==> src/rtl/run_scan_pkg.sv <==
// rtl/run_scan_pkg.sv - shared state encoding, width helper and derived widths for the run scanner
package run_scan_pkg;

    typedef enum logic [1:0] {
        IDLE = 2'd0,
        SCAN = 2'd1,
        DONE = 2'd2
    } state_t;

    function automatic int clog2(input int value);
        int r;
        int v;
        r = 0;
        v = value - 1;
        while (v > 0) begin
            r++;
            v = v >> 1;
        end
        return r;
    endfunction

    localparam int DEF_WIDTH   = 16;
    localparam int DEF_RUN_LEN = 4;
    localparam int CNT_W       = clog2(DEF_WIDTH + 1);
    localparam int IDX_W       = clog2(DEF_WIDTH);

endpackage

==> src/rtl/run_tracker.sv <==
// rtl/run_tracker.sv - serial detector flagging each bit that completes a run of RUN_LEN equal bits
module run_tracker
    import run_scan_pkg::*;
#(
    parameter  int RUN_LEN = 4,
    localparam int LEN_W   = clog2(RUN_LEN + 1)
) (
    input  logic clk,
    input  logic aclr,
    input  logic start,
    input  logic bit_in,
    input  logic en,
    output logic hit
);

    logic             prev_bit;
    logic [LEN_W-1:0] run_len;
    logic [LEN_W-1:0] len_next;

    // run_len == 0 marks "no bit seen yet", so the first bit of a word starts a run of 1
    always_comb begin
        len_next = LEN_W'(1);
        if (run_len != '0 && bit_in == prev_bit) begin
            if (run_len == LEN_W'(RUN_LEN))
                len_next = run_len;
            else
                len_next = run_len + LEN_W'(1);
        end
    end

    assign hit = en && (len_next == LEN_W'(RUN_LEN));

    always_ff @(posedge clk or posedge aclr) begin
        if (aclr) begin
            prev_bit <= 1'b0;
            run_len  <= '0;
        end else if (start) begin
            prev_bit <= 1'b0;
            run_len  <= '0;
        end else if (en) begin
            prev_bit <= bit_in;
            run_len  <= len_next;
        end
    end

endmodule

==> src/rtl/run_scan_ctrl.sv <==
// rtl/run_scan_ctrl.sv - word-in/result-out sequencer around run_tracker
// Optional: RUN_SCAN_EARLY_EXIT_EN stops the scan at the first hit.
module run_scan_ctrl
    import run_scan_pkg::*;
#(
    parameter  int WIDTH    = 16,
    parameter  int RUN_LEN  = 4,
    localparam int CNT_BITS = clog2(WIDTH + 1),
    localparam int IDX_BITS = clog2(WIDTH)
) (
    input  logic                clk,
    input  logic                aclr,
    input  logic                in_valid,
    output logic                in_ready,
    input  logic [WIDTH-1:0]    in_data,
    output logic                out_valid,
    input  logic                out_ready,
    output logic [CNT_BITS-1:0] out_count,
    output logic [IDX_BITS-1:0] out_first_idx,
    output logic                out_hit,
    output logic                busy
);

    state_t              state;
    state_t              state_next;
    logic [WIDTH-1:0]    data;
    logic [IDX_BITS-1:0] idx;
    logic                hit;
    logic                last_bit;
    logic                scan_end;
    logic                accept;

    assign last_bit = (idx == IDX_BITS'(WIDTH - 1));
    assign accept   = (state == IDLE) && in_valid;

`ifdef RUN_SCAN_EARLY_EXIT_EN
    assign scan_end = last_bit || hit;
`else
    assign scan_end = last_bit;
`endif

    // aclr gates in_ready so nothing is offered while reset is held
    assign in_ready = (state == IDLE) && !aclr;
    assign busy     = (state == SCAN) || (state == DONE);

    run_tracker #(
        .RUN_LEN (RUN_LEN)
    ) u_tracker (
        .clk    (clk),
        .aclr   (aclr),
        .start  (accept),
        .bit_in (data[idx]),
        .en     (state == SCAN),
        .hit    (hit)
    );

    always_ff @(posedge clk or posedge aclr) begin
        if (aclr)
            state <= IDLE;
        else
            state <= state_next;
    end

    always_comb begin
        state_next = state;
        case (state)
            IDLE:    if (in_valid)  state_next = SCAN;
            SCAN:    if (scan_end)  state_next = DONE;
            DONE:    if (out_ready) state_next = IDLE;
            default: state_next = IDLE;
        endcase
    end

    // out_hit doubles as the "first hit already recorded" flag
    always_ff @(posedge clk or posedge aclr) begin
        if (aclr) begin
            data          <= '0;
            idx           <= '0;
            out_count     <= '0;
            out_first_idx <= '0;
            out_hit       <= 1'b0;
            out_valid     <= 1'b0;
        end else begin
            case (state)
                IDLE: begin
                    if (in_valid) begin
                        data          <= in_data;
                        idx           <= '0;
                        out_count     <= '0;
                        out_first_idx <= '0;
                        out_hit       <= 1'b0;
                    end
                end
                SCAN: begin
                    idx <= idx + IDX_BITS'(1);
                    if (hit) begin
                        out_count <= out_count + CNT_BITS'(1);
                        out_hit   <= 1'b1;
                        if (!out_hit)
                            out_first_idx <= idx;
                    end
                    if (scan_end)
                        out_valid <= 1'b1;
                end
                DONE: begin
                    if (out_ready)
                        out_valid <= 1'b0;
                end
                default: begin
                    out_valid <= 1'b0;
                end
            endcase
        end
    end

endmodule

==> config.mk <==
export PLATFORM = sky130hd
export DESIGN_NAME = run_scan_ctrl
export DESIGN_NICKNAME = d
export VERILOG_FILES = /design/src/rtl/run_scan_pkg.sv /design/src/rtl/run_tracker.sv /design/src/rtl/run_scan_ctrl.sv
export SDC_FILE = /design/constraint.sdc
export NUM_CORES = 1
export LEC_CHECK = 0
export BUFFER_PORTS_ARGS = -buffer_cell sky130_fd_sc_hd__buf_2
export CORE_MARGIN = 3
export CORE_UTILIZATION = 40
export CTS_CLUSTER_SIZE = 30
export DETAILED_ROUTE_END_ITERATION = 10
export GPL_ROUTABILITY_DRIVEN = 0
export PLACE_DENSITY = 0.68
export RECOVER_POWER = 25
export SETUP_SLACK_MARGIN = 0.3
export SLEW_MARGIN = 15
export SYNTH_ARGS = -nofsm -noshare
export SYNTH_HDL_FRONTEND = slang
export SYNTH_HIERARCHICAL = 1
export SYNTH_SLANG_ARGS = --single-unit
==> constraint.sdc <==
create_clock -name clk -period 3.5 [get_ports clk]
set_clock_uncertainty 0.2 [all_clocks]
set_input_delay 0.525 -clock clk [delete_from_list [all_inputs] [get_ports clk]]
set_output_delay 0.525 -clock clk [all_outputs]
set_load 0.01 [all_outputs]
==> impl_metrics.env <==
export IMPL_start_util_pct=43.2
export IMPL_stdcell_area_sq_um=2320
export IMPL_max_freq_mhz=336
export IMPL_rr_startpoint="idx[0]"
export IMPL_r2r_cells=10
export IMPL_final_setup_viol_count=0
export IMPL_grt_usage_pct=14.1
export IMPL_cts_root_buffer="clkbuf_8"
export IMPL_r2r_end="out_first_idx[2]"
export IMPL_drt_vias_per_instance=5.08
export IMPL_dr_total_vias=1371
export IMPL_synthCells=166
export IMPL_ant_nets=0
export IMPL_yosysWarnings=6
export IMPL_remaining_drc_errors=0
export IMPL_finalSetupTns_ps=0
export IMPL_numCtsBuffers=5
export IMPL_drt_iter0_markers=44
export IMPL_avgRoutedWirePerCell_microns=13.9
export IMPL_placementRows=24
export IMPL_drive_gt1_share_pct=32.7
export IMPL_maxCapViolations=0
export IMPL_ir_worst_vdd_mv=0.420
export IMPL_area_growth_pct=18.3
export IMPL_synthesis_nets=195
export IMPL_required_ps=3470
export IMPL_placed_cells=261
export IMPL_tightest_slew_ps=522
export IMPL_grt_pass1_vias=1367
export IMPL_clk_pin_slew_ps=70
export IMPL_syn_area_per_cell_sq_um=11.8
export IMPL_crit_type="flop to flop"
export IMPL_hpwl_microns=2830
export IMPL_reg2reg_setup_slack_ps=520
export IMPL_cts_setup_buffers=0
export IMPL_power_density_nw_per_um2=843
export IMPL_grt_first_pass_wirelength_microns=6550
export IMPL_ys_ff_latch=37
export IMPL_min_from="in_data[1]"
export IMPL_critPathCaptureType="flop"
export IMPL_hold_end="data[1]"
export IMPL_antennaDiodeCount=0
export IMPL_nNetsFinal=233
export IMPL_period_share_pct=85.2
export IMPL_port_buffers=32
export IMPL_finalHoldViolCount=0
export IMPL_grt_antenna_before_repair=0
export IMPL_clock_path_buffers=2
export IMPL_seq_area_frac_synth_pct=47.3
export IMPL_synth_distinct_cells=37
export IMPL_core_sq_um=4530
export IMPL_clock_sinks=37
export IMPL_relSlewSlack_pct=64.9
export IMPL_rsz0062_at_grt="false"
export IMPL_drt_first_pass_iters=4
export IMPL_fin_crit_ps=2980
export IMPL_critPathMaxFanout=8
export IMPL_slew_violations=0
export IMPL_drt_total_wl_microns=3750
export IMPL_overflow=0
export IMPL_whs_path_depth=2
export IMPL_placed_area_sq_um=2190
export IMPL_tritoncts="yes"
export IMPL_ctsHtreeMaxLevel=2
export IMPL_whs_ps=256
export IMPL_fp_dieH_microns=76.0
export IMPL_boundaryPins=33
export IMPL_clock_latency_ps=290
export IMPL_arrival_ps=2950
export IMPL_total_power_uw=1950
export IMPL_power_leakage_uw=0.00112
export IMPL_syn_area_sq_um=1960
export IMPL_die_x_microns=76.0
export IMPL_status="finished, final reports clean"
export IMPL_die_area_sq_um=5770
export IMPL_cp_start_kind="flop"
export IMPL_layoutNonFillerInstCount=270
export IMPL_grt_max_degree=23
export IMPL_hold_path_class="primary input to flop"
Yosys cell counts:
master	number	area (sq um)
nand2_1	13	48.8
nor2_1	6	22.5
xor2_1	1	8.76
nand3_1	3	15.0
ha_1	9	113
nor3_1	5	25.0
inv_1	16	60.1
mux2i_1	7	70.1
a21oi_1	2	10.0
a2bb2oi_1	1	8.76
a21o_1	4	30.0
a22o_1	9	78.8
nor4b_1	1	8.76
nand4b_1	1	8.76
nor2b_4	1	13.8
a31oi_1	2	12.5
dfrtp_1	37	926
nor2b_1	1	6.26
nand4_1	2	12.5
o311ai_1	1	8.76
mux4_2	3	67.6
nor2b_2	1	8.76
mux4_1	1	26.3
buf_6	2	22.5
clkbuf_1	2	7.51
a211o_1	1	8.76
nand2b_1	2	12.5
a211oi_2	1	12.5
mux2_2	20	225
xnor2_2	1	16.3
and2b_1	1	7.51
clkbuf_2	1	5.00
o21a_1	1	7.51
buf_2	2	10.0
a221o_1	1	10.0
o21ai_0	3	15.0
o32ai_1	1	8.76
layout by cell type (no fill, tap or decap), types with 2 or more instances in the layout:
cell type / n
mux2_2: 20
nand3_1: 3
mux2i_1: 7
nand2b_1: 2
a31oi_1: 2
clkbuf_1: 7
nor2_1: 6
buf_4: 5
a21oi_1: 2
o21ai_0: 3
dfrtp_1: 35
mux4_2: 3
ha_1: 9
a22o_1: 9
buf_2: 25
nand4_1: 2
inv_1: 16
clkbuf_8: 6
dfrtp_2: 2
nand2_1: 13
a21o_1: 4
nor3_1: 5
flip-flops by register name, summed over array words and instances, names as in the netlist:
register	flops
out_hit	1
u_tracker/run_len	3
idx	4
u_tracker/prev_bit	1
out_first_idx	4
out_count	5
state	2
data	16
out_valid	1
metrics by stage:
stage | setup WS, ps | util [%]
finish | 520 | 51.1
global route | 306 | 51.1
floorplan | 577 | -
detailed placement | 420 | 48.4
global placement | 467 | 48.4
CTS | 403 | 51.2
repair_timing:
action	in CTS	in global routing
hold buffers	1	0
endpoints found under the setup margin	0	7
endpoints found under the hold margin	4	0
gates resized for setup	0	2
report_power, final:
part / internal (uW) / switching [uW]
Clock: 232 / 157
Combinational: 438 / 409
Sequential: 587 / 130
Total: 1260 / 696
logic make-up after synthesis:
kind of cell             Yosys count  share of synthesized area [%]
XOR/XNOR                           2                           1.28
AO/OA/AOI/OAI                     27                           10.8
multiplexers                      31                           19.9
buffers and inverters             23                           5.36
flip-flops                        37                           47.3
AND/OR/NAND/NOR                   37                           9.71
adder cells (fa/ha/maj)            9                           5.75
worst max path at each step:
stage                       endpoint  startpoint  cells past startpoint
CTS                 out_first_idx[2]      idx[0]                     10
global route        out_first_idx[2]      idx[0]                     10
global placement    out_first_idx[2]      idx[0]                     10
detailed placement  out_first_idx[2]      idx[0]                     10
finish              out_first_idx[2]      idx[0]                     10
floorplan           out_first_idx[0]      idx[0]                     11
layout make-up:
class | count | area [sq um]
clock buffer | 6 | 82.6
fill | 430 | 2220
inverter | 16 | 60.1
clock inverter | 2 | 37.5
timing repair buffer | 38 | 199
tap | 65 | 81.3
sequential | 37 | 928
multi-input combinational | 106 | 928
worst max-delay path: stages (launching register included):
cell and delay (ps):
dfrtp_2 460, mux4_2 510, nor2b_4 140, a211oi_2 190, a21oi_1 110, xnor2_2 240
nand2_1 110, nor3_1 250, inv_1 110, a221o_1 400, mux2i_1 150
metal layers:
metal	GRT usage, %	up-vias	share of wire, %
li1	-	663	-
met1	18.7	662	46
met2	21.9	39	46
met3	4.14	7	6.7
met4	5.43	0	1.4
met5	0	-	0
Note: power is estimated with default switching activity, not from simulation.
